### src/rtl/id_pkg.sv
// Shared encodings and the decoded-instruction bundle for the ID stage.
// The immediate is kept outside the struct so that its width can follow XLEN.
package id_pkg;

  localparam logic [1:0] CLS_DIMM = 2'b00;
  localparam logic [1:0] CLS_DREG = 2'b01;
  localparam logic [1:0] CLS_MEM  = 2'b10;
  localparam logic [1:0] CLS_SYS  = 2'b11;

  localparam logic [2:0] ALU_ADD = 3'b001;
  localparam logic [2:0] ALU_SUB = 3'b010;
  localparam logic [2:0] ALU_AND = 3'b011;
  localparam logic [2:0] ALU_OR  = 3'b100;
  localparam logic [2:0] ALU_XOR = 3'b101;
  localparam logic [2:0] ALU_NOT = 3'b110;

  localparam logic [4:0] DOP_MOV  = 5'b00000;
  localparam logic [4:0] DOP_MOVT = 5'b00001;
  localparam logic [4:0] DOP_LSR  = 5'b00101;
  localparam logic [4:0] DOP_NOT  = 5'b10110;

  localparam logic [3:0] SYS_B     = 4'b0000;
  localparam logic [3:0] SYS_BCOND = 4'b0001;
  localparam logic [3:0] SYS_BR    = 4'b0010;

  typedef enum logic [1:0] {IMM_NONE, IMM_ZEXT, IMM_SEXT, IMM_HIGH} imm_mode_e;

  typedef struct packed {
    logic [1:0] op_class;
    logic [2:0] alu_oc;
    logic       set_flags;
    logic [2:0] rd;
    logic [2:0] rs1;
    logic [2:0] rs2;
    logic [3:0] b_cond;
    logic       writes_rd;
    logic       uses_rs1;
    logic       uses_rs2;
    logic       is_load;
    logic       is_store;
    logic       is_branch;
    logic       is_halt;
    logic       illegal;
  } bundle_t;

  // Key form 1S001..1S101: the ALU ops shared by both data classes.
  function automatic logic is_alu_form(input logic [4:0] key);
    return key[4] && (key[2:0] >= ALU_ADD) && (key[2:0] <= ALU_XOR);
  endfunction

endpackage

### src/rtl/id_decode_comb.sv
// Pure combinational decode of one 32-bit instruction into a bundle plus
// the XLEN-wide extended immediate.
module id_decode_comb
  import id_pkg::*;
#(
  parameter int XLEN = 32
) (
  input  logic [31:0]     instr,
  output bundle_t         bundle,
  output logic [XLEN-1:0] imm_ext
);

  logic [4:0] key;
  logic [3:0] sys;
  logic       legal;
  imm_mode_e  mode;

  assign key = instr[29:25];
  assign sys = instr[28:25];

  // Control flags are only raised on legal paths, so an illegal encoding
  // carries nothing but the raw fields and the illegal bit.
  always_comb begin
    bundle          = '0;
    legal           = 1'b0;
    mode            = IMM_NONE;
    bundle.op_class = instr[31:30];
    bundle.rd       = instr[24:22];
    bundle.rs1      = instr[21:19];
    bundle.rs2      = instr[18:16];
    bundle.b_cond   = instr[24:21];
    case (instr[31:30])
      CLS_DIMM: begin
        if (is_alu_form(key)) begin
          legal            = 1'b1;
          bundle.alu_oc    = key[2:0];
          bundle.set_flags = key[3];
          bundle.writes_rd = 1'b1;
          bundle.uses_rs1  = 1'b1;
          mode = (key[2:0] == ALU_ADD || key[2:0] == ALU_SUB) ? IMM_SEXT : IMM_ZEXT;
        end else if (key <= DOP_LSR) begin
          legal            = 1'b1;
          bundle.writes_rd = 1'b1;
          bundle.uses_rs1  = (key != DOP_MOV) && (key != DOP_MOVT);
          mode = (key == DOP_MOVT) ? IMM_HIGH : IMM_ZEXT;
        end
      end
      CLS_DREG: begin
        if (is_alu_form(key)) begin
          legal            = 1'b1;
          bundle.alu_oc    = key[2:0];
          bundle.set_flags = key[3];
          bundle.writes_rd = 1'b1;
          bundle.uses_rs1  = 1'b1;
          bundle.uses_rs2  = 1'b1;
        end else if (key == DOP_NOT) begin
          legal            = 1'b1;
          bundle.alu_oc    = ALU_NOT;
          bundle.writes_rd = 1'b1;
          bundle.uses_rs1  = 1'b1;
        end
      end
      CLS_MEM: begin
        legal           = 1'b1;
        mode            = IMM_SEXT;
        bundle.uses_rs1 = 1'b1;
        if (instr[25]) begin
          bundle.rs2      = instr[24:22];
          bundle.uses_rs2 = 1'b1;
          bundle.is_store = 1'b1;
        end else begin
          bundle.writes_rd = 1'b1;
          bundle.is_load   = 1'b1;
        end
      end
      CLS_SYS: begin
        if (sys == SYS_B || sys == SYS_BCOND || sys == SYS_BR) begin
          legal            = 1'b1;
          bundle.is_branch = 1'b1;
          bundle.uses_rs1  = (sys == SYS_BR);
          mode             = IMM_SEXT;
        end else if (instr[27]) begin
          legal = 1'b1;
        end else if (instr[28]) begin
          legal          = 1'b1;
          bundle.is_halt = 1'b1;
        end
      end
    endcase
    bundle.illegal = !legal;
  end

  always_comb begin
    imm_ext = '0;
    case (mode)
      IMM_ZEXT: imm_ext[15:0]  = instr[15:0];
      IMM_SEXT: imm_ext        = {{(XLEN-16){instr[15]}}, instr[15:0]};
      IMM_HIGH: imm_ext[31:16] = instr[15:0];
      default:  imm_ext        = '0;
    endcase
  end

endmodule

### src/rtl/id_stage.sv
// Instruction decode stage: decode on entry, then a 2-entry FIFO of decoded
// bundles towards execute, with a HALT interlock that stops intake.
module id_stage
  import id_pkg::*;
#(
  parameter int XLEN = 32,
  parameter int PC_W = 16
) (
  input  logic            clk,
  input  logic            rst,
  input  logic            flush,
  input  logic            in_valid,
  input  logic [31:0]     in_instr,
  input  logic [PC_W-1:0] in_pc,
  output logic            in_ready,
  output logic            out_valid,
  input  logic            out_ready,
  output logic [PC_W-1:0] out_pc,
  output logic [1:0]      op_class,
  output logic [2:0]      alu_oc,
  output logic            set_flags,
  output logic [2:0]      rd,
  output logic [2:0]      rs1,
  output logic [2:0]      rs2,
  output logic [XLEN-1:0] imm_ext,
  output logic [3:0]      b_cond,
  output logic            writes_rd,
  output logic            uses_rs1,
  output logic            uses_rs2,
  output logic            is_load,
  output logic            is_store,
  output logic            is_branch,
  output logic            is_halt,
  output logic            illegal,
  output logic            halted
);

  bundle_t         dec_bundle;
  logic [XLEN-1:0] dec_imm;
  bundle_t         mem_bundle [2];
  logic [XLEN-1:0] mem_imm    [2];
  logic [PC_W-1:0] mem_pc     [2];
  logic            rd_ptr;
  logic            wr_ptr;
  logic [1:0]      count;
  logic            halt_pending;
  logic            push;
  logic            pop;
  bundle_t         head;

  id_decode_comb #(.XLEN(XLEN)) u_decode (
    .instr   (in_instr),
    .bundle  (dec_bundle),
    .imm_ext (dec_imm)
  );

  // Handshake: a transfer happens on any rising edge where valid && ready;
  // valid never waits on ready, and in_ready depends only on registered state.
  assign in_ready  = !rst && (count < 2'd2) && !halt_pending && !halted;
  assign out_valid = (count != 2'd0);
  assign push      = in_valid && in_ready;
  assign pop       = out_valid && out_ready;

  always_ff @(posedge clk) begin
    if (rst) begin
      for (int i = 0; i < 2; i++) begin
        mem_bundle[i] <= '0;
        mem_imm[i]    <= '0;
        mem_pc[i]     <= '0;
      end
      rd_ptr       <= 1'b0;
      wr_ptr       <= 1'b0;
      count        <= 2'd0;
      halt_pending <= 1'b0;
      halted       <= 1'b0;
    end else if (flush) begin
      rd_ptr       <= 1'b0;
      wr_ptr       <= 1'b0;
      count        <= 2'd0;
      halt_pending <= 1'b0;
    end else begin
      if (push) begin
        mem_bundle[wr_ptr] <= dec_bundle;
        mem_imm[wr_ptr]    <= dec_imm;
        mem_pc[wr_ptr]     <= in_pc;
        wr_ptr             <= ~wr_ptr;
        if (dec_bundle.is_halt) halt_pending <= 1'b1;
      end
      // A HALT in the buffer blocks intake, so this never races the set above.
      if (pop) begin
        rd_ptr <= ~rd_ptr;
        if (head.is_halt) begin
          halted       <= 1'b1;
          halt_pending <= 1'b0;
        end
      end
      count <= count + {1'b0, push} - {1'b0, pop};
    end
  end

  assign head      = mem_bundle[rd_ptr];
  assign out_pc    = mem_pc[rd_ptr];
  assign imm_ext   = mem_imm[rd_ptr];
  assign op_class  = head.op_class;
  assign alu_oc    = head.alu_oc;
  assign set_flags = head.set_flags;
  assign rd        = head.rd;
  assign rs1       = head.rs1;
  assign rs2       = head.rs2;
  assign b_cond    = head.b_cond;
  assign writes_rd = head.writes_rd;
  assign uses_rs1  = head.uses_rs1;
  assign uses_rs2  = head.uses_rs2;
  assign is_load   = head.is_load;
  assign is_store  = head.is_store;
  assign is_branch = head.is_branch;
  assign is_halt   = head.is_halt;
  assign illegal   = head.illegal;

endmodule

### config.mk
export PLATFORM = sky130hd
export DESIGN_NAME = id_stage
export DESIGN_NICKNAME = d
export VERILOG_FILES = /design/src/rtl/id_pkg.sv /design/src/rtl/id_decode_comb.sv /design/src/rtl/id_stage.sv
export SDC_FILE = /design/constraint.sdc
export NUM_CORES = 1
export LEC_CHECK = 0
export BUFFER_PORTS_ARGS = -buffer_cell sky130_fd_sc_hd__clkbuf_2
export CAP_MARGIN = 5
export CORE_MARGIN = 2
export CORE_UTILIZATION = 50
export DETAILED_ROUTE_END_ITERATION = 12
export PLACE_DENSITY_LB_ADDON = 0.1
export SLEW_MARGIN = 20
export SYNTH_ARGS = -nofsm -noshare
export SYNTH_HDL_FRONTEND = slang
export SYNTH_SLANG_ARGS = --single-unit
### constraint.sdc
create_clock -name clk -period 5.9 [get_ports clk]
set_input_delay 0 -clock clk [delete_from_list [all_inputs] [get_ports clk]]
set_output_delay 0 -clock clk [all_outputs]
set_load 0.02 [all_outputs]
# After elaboration in Yosys (flattened, before gate mapping)
# Memories as Yosys holds them, arrays and structs flattened. A register that Yosys moved wholly into a read port is not among the register bits.
# Index checks and enable logic that the tools add are counted.
# totals
reg_bits,6
mem_bits_rw,150
in_bits,53
output_inout_bits,78
word_cells,119
n_memories,3
# mem_list
name,depth,word_bits,rd,rd_clocked_by_memory_dff,write_ports,line,rtl
mem_imm,2,32,1,1,2,id_stage.sv:41,logic [XLEN-1:0] mem_imm [2];
mem_bundle,2,27,1,1,2,id_stage.sv:40,bundle_t mem_bundle [2];
mem_pc,2,16,1,1,2,id_stage.sv:42,logic [PC_W-1:0] mem_pc [2];
# classes
addsub,2
magnitude_cmp,4
n_eq_ne,13
muxes,64
bitwise_logic,3
n_reduce_logical,25
# op_table
cell,count
$mux W1,37
$mux W16,2
$mux W32,1
$pmux W16 S2,1
$reduce_or A32 Y1,1
$mux W27,1
$reduce_or A27 Y1,1
$mux W2,11
$reduce_or A16 Y1,1
$mux W3,4
$eq A2 B2 Y1 const B,4
$logic_and A1 B1 Y1,8
$pmux W1 S4,2
$pmux W4 S2,1
$pmux W2 S3,1
$eq A5 B1 Y1 const B,1
$eq A5 B5 Y1 const B,1
$le A5 B3 Y1 const B,1
$ne A5 B1 Y1 const B,1
$reduce_bool A5 Y1,1
$eq A2 B1 Y1 const B,2
$eq A4 B1 Y1 const B,1
$eq A4 B2 Y1 const B,1
$logic_not A1 Y1,4
other kinds (17),22

# Depth between registers and ports, before layout
# Gate-level depths: netlist of run 1.
# depth
word_depth,11
ltp_mapped,11
mapped_depth_nobuf,9

# Hierarchy
# From an unflattened synthesis of run 1, not the netlist that was laid out.
# unflattened
hier_cells,560
area_unflattened_um2,7579.8
# by_module_without_submodules
module,n_inst,cells_each,area_per_inst_um2,seq_area_each_um2
id_stage,1,433,6770.2,4644.5
id_decode_comb,1,127,809.5,0.0

# Worst setup path before layout of run 1
# OpenSTA, ideal clock, no wires.
# synth_timing
path_kind,reg-to-reg
startpoint,register halted
endpoint,"memory mem_bundle[0][0] in the netlist's numbering, enable pin"
setup_time_ns,0.441
arrival_ns,3.149
t_required_ns,5.459
setup_slack_ns,2.310
path_stages_with_launch,6
n_path_buf,1
period_less_slack_ns,3.590
path_cell_list,dfxtp_1 nor4_4 nand2_2 or3_1 clkbuf_1 nand2b_1
# synth_lines
item,line,rtl
from (decl),id_stage.sv:35,output logic halted
from (signal assigned),id_stage.sv:75,halted <= 1'b0;
from (signal assigned),id_stage.sv:93,halted <= 1'b1;
to (decl),id_stage.sv:40,

==> impl_metrics.py, run 1 <==
metrics = {
    "clock_tree": {
        "cts.sinks": 149,
        "clock-root-buffer": "clkbuf_16",
        "clk_latency_ns": 0.42,
        "postCtsSetupBuffers": 0,
        "clockBufferDepth": 2,
        "clk_pin_slew_ns": 0.06,
        "htreeDepth": 4,
        "cts_tree": "yes",
        "cts_buffers": 17,
    },
    "worst_setup_path": {
        "worstSetupPathType": "reg -> reg",
        "required_ns": 5.94,
        "crit_arrival_ns": 2.76,
        "cp-start-kind": "flip-flop",
        "cp_max_fo": 71,
        "slowest_delay_ns": 0.79,
        "path_cells": "nor4_4 > nand2_2 > or3_1 > buf_4 > nand2b_4",
        "cp-end-kind": "flip-flop",
        "crit_slowest_cell": "nand2b_4",
    },
    "timing": {
        "setup_viol": 0,
        "final_max_slew_viol_count": 0,
        "setup_slack_ns": 3.18,
        "rsz0062_at_grt": "no",
        "fmax_ghz": 0.368,
        "finalHoldViolations": 0,
        "finClkSkew_ns": 0.00390,
        "whs_ns": 0.0658,
        "fin_crit_ns": 2.72,
        "slew_headroom": 0.306,
        "fin_setup_tns_ns": 0,
        "fin_crit_sh": 0.461,
        "worstMarginPinSlew_ns": 1.04,
    },
    "global_routing": {
        "grt_pass1_wl_microns": 23500,
        "grt_usage": 0.214,
        "grt_max_degree": 72,
        "grt_antenna_before_repair": 0,
        "grt_overflow": 0,
        "grt_pass1_vias": 4571,
    },
    "run": {
        "drv_cap": 0,
    },
    "route": {
        "drt-met1-wl_microns": 6470,
        "met3WireLength_microns": 702,
        "routedWlPerCell_microns": 17.5,
        "firstDrtPassIters": 6,
        "drt-vias-per-instance": 5.23,
        "wl_met2_microns": 7510,
        "drc": 0,
        "highest_layer": "met4",
        "vias": 4445,
        "drt_iter0_drc": 411,
        "ant_nets": 0,
        "wirelength_microns": 14900,
    },
    "placement": {
        "port_buffers": 130,
        "gp_congestion": 0.782,
        "dp_hpwl_microns": 8600,
        "dp_slack_ns": 3.16,
    },
    "floorplan": {
        "rows": 42,
        "die_area_sq_um": 14500,
        "io_pins": 131,
        "initial_core_util": 0.514,
        "core_sq_um": 13200,
        "die_h_microns": 121,
        "die_w_microns": 121,
    },
    "yosys": {
        "synthCells": 501,
        "synth_flop_cell": "edfxtp_1",
        "synth_fp_nets": 562,
        "netlist.area_leader.share": 0.627,
        "avgSynthCellArea_sq_um": 13.6,
        "ys_ff_latch": 149,
        "synth_seq_area_share": 0.648,
        "netlist_area_sq_um": 6800,
        "async_flop_share": 0,
        "synth_top_cell_by_area": "edfxtp_1",
        "yosysWarnings": 0,
        "synth_edf_count": 142,
        "synth.distinct_cells": 46,
        "netlist_top_cells_area": "edfxtp_1, mux2_2, and2_1",
    },
    "final_layout": {
        "antennaDiodeCount": 0,
        "drive_gt1_frac": 0.366,
        "nNetsFinal": 722,
        "final_cell_mix": "edfxtp_1, clkbuf_2, mux2_2",
        "mostFrequentLayoutCell": "edfxtp_1",
        "fin_util": 0.660,
        "syn2layout_area_growth_pct": 28.5,
        "n_fill_cell": 979,
    },
    "outcome": {
        "status": "complete, no violations",
    },
    "worst_hold_path": {
        "min-delay-path-class": "in -> reg",
    },
    "power": {
        "pwr_density_cell_nw_per_um2": 322,
        "max-vdd-ir-drop_mv": 0.200,
        "leakagePower_uw": 0.00366,
    },
}
==> area by class of cell <==
cell class | count | area, sq um | share of cell area
Sequential cell | 149 | 4410 | 0.504
Multi-Input combinational cell | 306 | 2220 | 0.254
Timing Repair Buffer | 179 | 1130 | 0.129
Clock buffer | 17 | 425 | 0.0487
Clock inverter | 15 | 307 | 0.0351
Tap cell | 176 | 220 | 0.0252
Inverter | 8 | 30.0 | 0.00344
==> metal layers <==
metal / global-route usage / vias up
li1: - / 2136
met1: 0.281 / 2159
met2: 0.350 / 135
met3: 0.0462 / 15
met4: 0.0814 / 0
met5: 0 / -
==> worst max-delay path: cells and delay by family (launching register included) <==
kind,cells,cell delay (ns)
simple gates,4,1.67
flops,1,0.36
buf+inv,1,0.26
==> cell usage after synthesis, types with 3 or more instances <==
master    instances
buf_1             4
mux2_2           70
dfxtp_1           7
xor2_1            3
clkbuf_1         26
nand2b_1          4
edfxtp_1        142
mux2i_1           4
inv_1             8
nor2_1           65
and2_1           46
a21oi_1          20
nand2_1           7
buf_4             4
ha_1              8
o21ai_0           4
and3_1           36
nor3_1            7
==> registers in the layout, summed over array words and instances (netlist names), named ones only <==
| signal | cells |
|---|---|
| mem_pc | 32 |
| wr_ptr | 1 |
| halt_pending | 1 |
| mem_imm | 64 |
| count | 2 |
| mem_bundle | 46 |
| halted | 1 |
| rd_ptr | 1 |
==> report_power, final <==
group | switching [uW] | internal, uW
Clock | 415 | 918
Sequential | 15.6 | 1210
Combinational | 154 | 101
Total | 585 | 2230
==> final timing paths <==
path	cells after the start	slack [ns]	startpoint	to
max	5	3.18	count[1]$_SDFF_PP0_	mem_bundle[0][11]$_SDFFCE_PN0P_
max reg2reg	5	3.18	count[1]$_SDFF_PP0_	mem_bundle[0][11]$_SDFFCE_PN0P_
min	2	0.07	in_instr[28]	mem_bundle[0][21]$_SDFFCE_PN0P_
min reg2reg	2	0.54	halted$_SDFFE_PP0P_	halted$_SDFFE_PP0P_
==> cell families after synthesis <==
group           Yosys count  share of synthesized area
xor+xnor                  4                    0.00515
flops                   149                      0.648
compound gates           35                     0.0315
fa+ha+maj                 8                     0.0147
simple gates            185                      0.149
buf+inv                  46                     0.0302
mux                      74                      0.122
==> what timing repair did <==
action                                  in CTS  in global routing
hold buffers                                45                  0
resized for setup                            0                  0
endpoints found under the setup margin       0                  0
hold endpoints to repair                   121                  0
==> metrics by stage <==
| stage | power (uW) | instance area (sq um) | instances |
|---|---|---|---|
| floorplan | 1390 | 6800 | 501 |
| global placement | 1470 | 7560 | 773 |
| detailed placement | 1480 | 7560 | 773 |
| CTS | 2840 | 8740 | 850 |
| global route | 2900 | 8740 | 850 |
| finish | 2810 | 8740 | 850 |
No activity file was read; power rests on OpenSTA's default activity.
==> run 2, diff against run 1 <==
--- a/config.mk
+++ b/config.mk
@@ -5,6 +5,7 @@
 export SDC_FILE = /design/constraint.sdc
 export NUM_CORES = 1
 export LEC_CHECK = 0
+export ABC_AREA = 1
 export BUFFER_PORTS_ARGS = -buffer_cell sky130_fd_sc_hd__clkbuf_2
 export CAP_MARGIN = 5
 export CORE_MARGIN = 2
==> constraint.sdc (replaced) <==
create_clock -name clk -period 2.26 [get_ports clk]
set_input_delay 0 -clock clk [delete_from_list [all_inputs] [get_ports clk]]
set_output_delay 0 -clock clk [all_outputs]
set_load 0.02 [all_outputs]
==> impl_metrics.py, run 2 <==
metrics = {
    "clock_tree": {
        "clockBufferDepth": 2,
        "clock-root-buffer": "clkbuf_16",
        "cts_tree": "yes",
        "cts_buffers": 17,
        "clk_latency_ns": 0.41,
        "clk_pin_slew_ns": 0.06,
        "cts.sinks": 149,
        "htreeDepth": 4,
    },
    "yosys": {
        "synthCells": 584,
        "avgSynthCellArea_sq_um": 12.0,
        "synth_commonest_cells": "edfxtp_1, nor2_1, inv_1, mux2_2, nand2_1",
        "async_flop_share": 0,
        "synth_top_cell_by_area": "edfxtp_1",
        "ys_ff_latch": 149,
        "synth_flop_cell": "edfxtp_1",
        "netlist_top_cells_area": "edfxtp_1, mux2_2, nor2_1",
        "synth.distinct_cells": 30,
        "netlist_area_sq_um": 7010,
        "yosysWarnings": 0,
        "netlist.area_leader.share": 0.608,
        "synth_fp_nets": 645,
        "synth_most_common_cell": "edfxtp_1",
        "synth_edf_count": 142,
        "synth_seq_area_share": 0.628,
    },
    "final_layout": {
        "fin_util": 0.654,
        "syn2layout_area_growth_pct": 28.5,
        "top_register": "mem_imm",
        "nNetsFinal": 815,
        "largest_register_ffs": 64,
        "top_regs": "mem_imm (64), mem_bundle (46), mem_pc (32)",
        "drive_gt1_frac": 0.378,
        "antennaDiodeCount": 0,
        "fin_cells": 947,
        "mostFrequentLayoutCell": "edfxtp_1",
        "final_cell_mix": "edfxtp_1, clkbuf_2, nor2_1",
    },
    "run": {
        "drv_cap": 0,
    },
    "timing": {
        "final_max_slew_viol_count": 0,
        "fin_crit_sh": 0.890,
        "fin_crit_ns": 2.01,
        "rsz0062_at_grt": "no",
        "fin_setup_tns_ns": 0,
        "setup_viol": 0,
        "worstMarginPinSlew_ns": 0.544,
        "fmax_ghz": 0.497,
        "finalHoldViolations": 0,
        "slew_headroom": 0.638,
        "finClkSkew_ns": 0.00648,
        "whs_ns": 0.0144,
    },
    "route": {
        "wl_met2_microns": 7310,
        "met3WireLength_microns": 747,
        "drt_iter0_drc": 313,
        "routedWlPerCell_microns": 15.8,
        "drc": 0,
        "drt-met1-wl_microns": 6590,
        "highest_layer": "met4",
        "ant_nets": 0,
        "vias": 4752,
        "wirelength_microns": 15000,
        "drt-vias-per-instance": 5.02,
        "firstDrtPassIters": 4,
    },
    "worst_setup_path": {
        "slowest_delay_ns": 0.53,
        "worstSetupPathType": "in -> reg",
        "cp_num_buf_inv": 5,
        "path_cells": "dlygate4sd3_1 > clkbuf_2 > ha_2 > nand3_1 > nand2_1 > inv_1 > a21oi_2 > ha_2 > clkinvlp_4 > o21ai_0 > inv_1 > nor2_1",
        "crit_arrival_ns": 2.27,
        "required_ns": 2.52,
        "regToRegStartpoint": "count[1]$_SDFF_PP0_",
        "crit_slowest_cell": "dlygate4sd3_1",
        "cp-end-kind": "flip-flop",
        "crit_start": "in_instr[31]",
        "cp-start-kind": "primary input",
        "cp_max_fo": 8,
        "path_delay_family": "buffers and inverters",
    },
    "placement": {
        "dp_hpwl_microns": 9070,
        "dp.cells": 873,
        "port_buffers": 130,
        "gp_congestion": 0.905,
    },
    "floorplan": {
        "die_area_sq_um": 15000,
        "initial_core_util": 0.509,
        "core_sq_um": 13800,
        "io_pins": 131,
        "die_h_microns": 122,
        "die_w_microns": 122,
        "rows": 43,
    },
    "worst_hold_path": {
        "holdCritStartpoint": "in_instr[4]",
        "min-delay-path-class": "in -> reg",
    },
    "global_routing": {
        "grt_antenna_before_repair": 0,
        "grt_max_degree": 72,
        "grt_pass1_vias": 4842,
        "grt_pass1_wl_microns": 23400,
        "grt_usage": 0.207,
        "grt_overflow": 0,
    },
    "power": {
        "total_power_uw": 6830,
        "pwr_density_cell_nw_per_um2": 758,
        "max-vdd-ir-drop_mv": 0.498,
        "leakagePower_uw": 0.00378,
    },
    "outcome": {
        "status": "complete, no violations",
    },
}
-- run 2: path summary, 6_finish.rpt --
check,to,slack [ns],depth (start not counted)
min,mem_imm[0][4]$_SDFFCE_PN0P_,0.01,3
max,mem_imm[0][24]$_SDFFCE_PN0P_,0.25,12
min reg2reg,flip-flop,0.45,1
max reg2reg,mem_pc[0][14]$_SDFFCE_PN0P_,0.50,6
-- run 2: final cells by class --
| type | instances | area (sq um) |
|---|---|---|
| timing repair inverter | 1 | 7.51 |
| inverter | 84 | 319 |
| timing repair buffer | 181 | 1260 |
| sequential | 149 | 4410 |
| clock inverter | 9 | 148 |
| fill | 1136 | 4760 |
| multi-input combinational | 320 | 2150 |
| clock buffer | 23 | 488 |
| tap | 180 | 225 |
-- run 2: power by group --
| part | switching (uW) | total, uW | internal (uW) |
|---|---|---|---|
| Combinational | 421 | 682 | 261 |
| Clock | 1030 | 2990 | 1960 |
| Sequential | 30.6 | 3160 | 3130 |
| Total | 1480 | 6830 | 5350 |
-- run 2: per-layer routing --
layer | vias to the layer above | global-route usage
met5 | - | 0
met4 | 0 | 0.0927
met3 | 20 | 0.0483
met2 | 131 | 0.339
met1 | 2278 | 0.262
li1 | 2323 | -
-- run 2: timing repair --
item | 4_1_cts | 5_1_grt
setup buffers | 0 | 1
endpoints found under the hold margin | 74 | 0
hold buffers | 40 | 0
resized for setup | 0 | 8
endpoints found under the setup margin | 0 | 30
-- run 2: worst register-to-register path: stages (launching register included) --
cell and delay (ns):
dfxtp_1 0.32, nor2_1 0.15, nand4_2 0.15, inv_2 0.16, nand3_4 0.11, nand2_4 0.31
buf_12 0.26
-- run 2: cells by family after synthesis --
group,count (synthesis),share of synthesized area
muxes,71,0.114
and+or+nand+nor,204,0.146
xor gates and xnor gates,1,0.00125
DFF,149,0.628
AOI/OAI and AO/OA,36,0.0273
adders and majority gates,8,0.0143
buffers and inverters,115,0.0689
-- run 2: through the flow --
stage               worst slack [ns]  cell area [sq um]
floorplan                      0.335               7030
global placement               0.341               7930
detailed placement             0.288               7930
CTS                            0.162               8960
global route                  0.0329               9010
finish                         0.249               9010
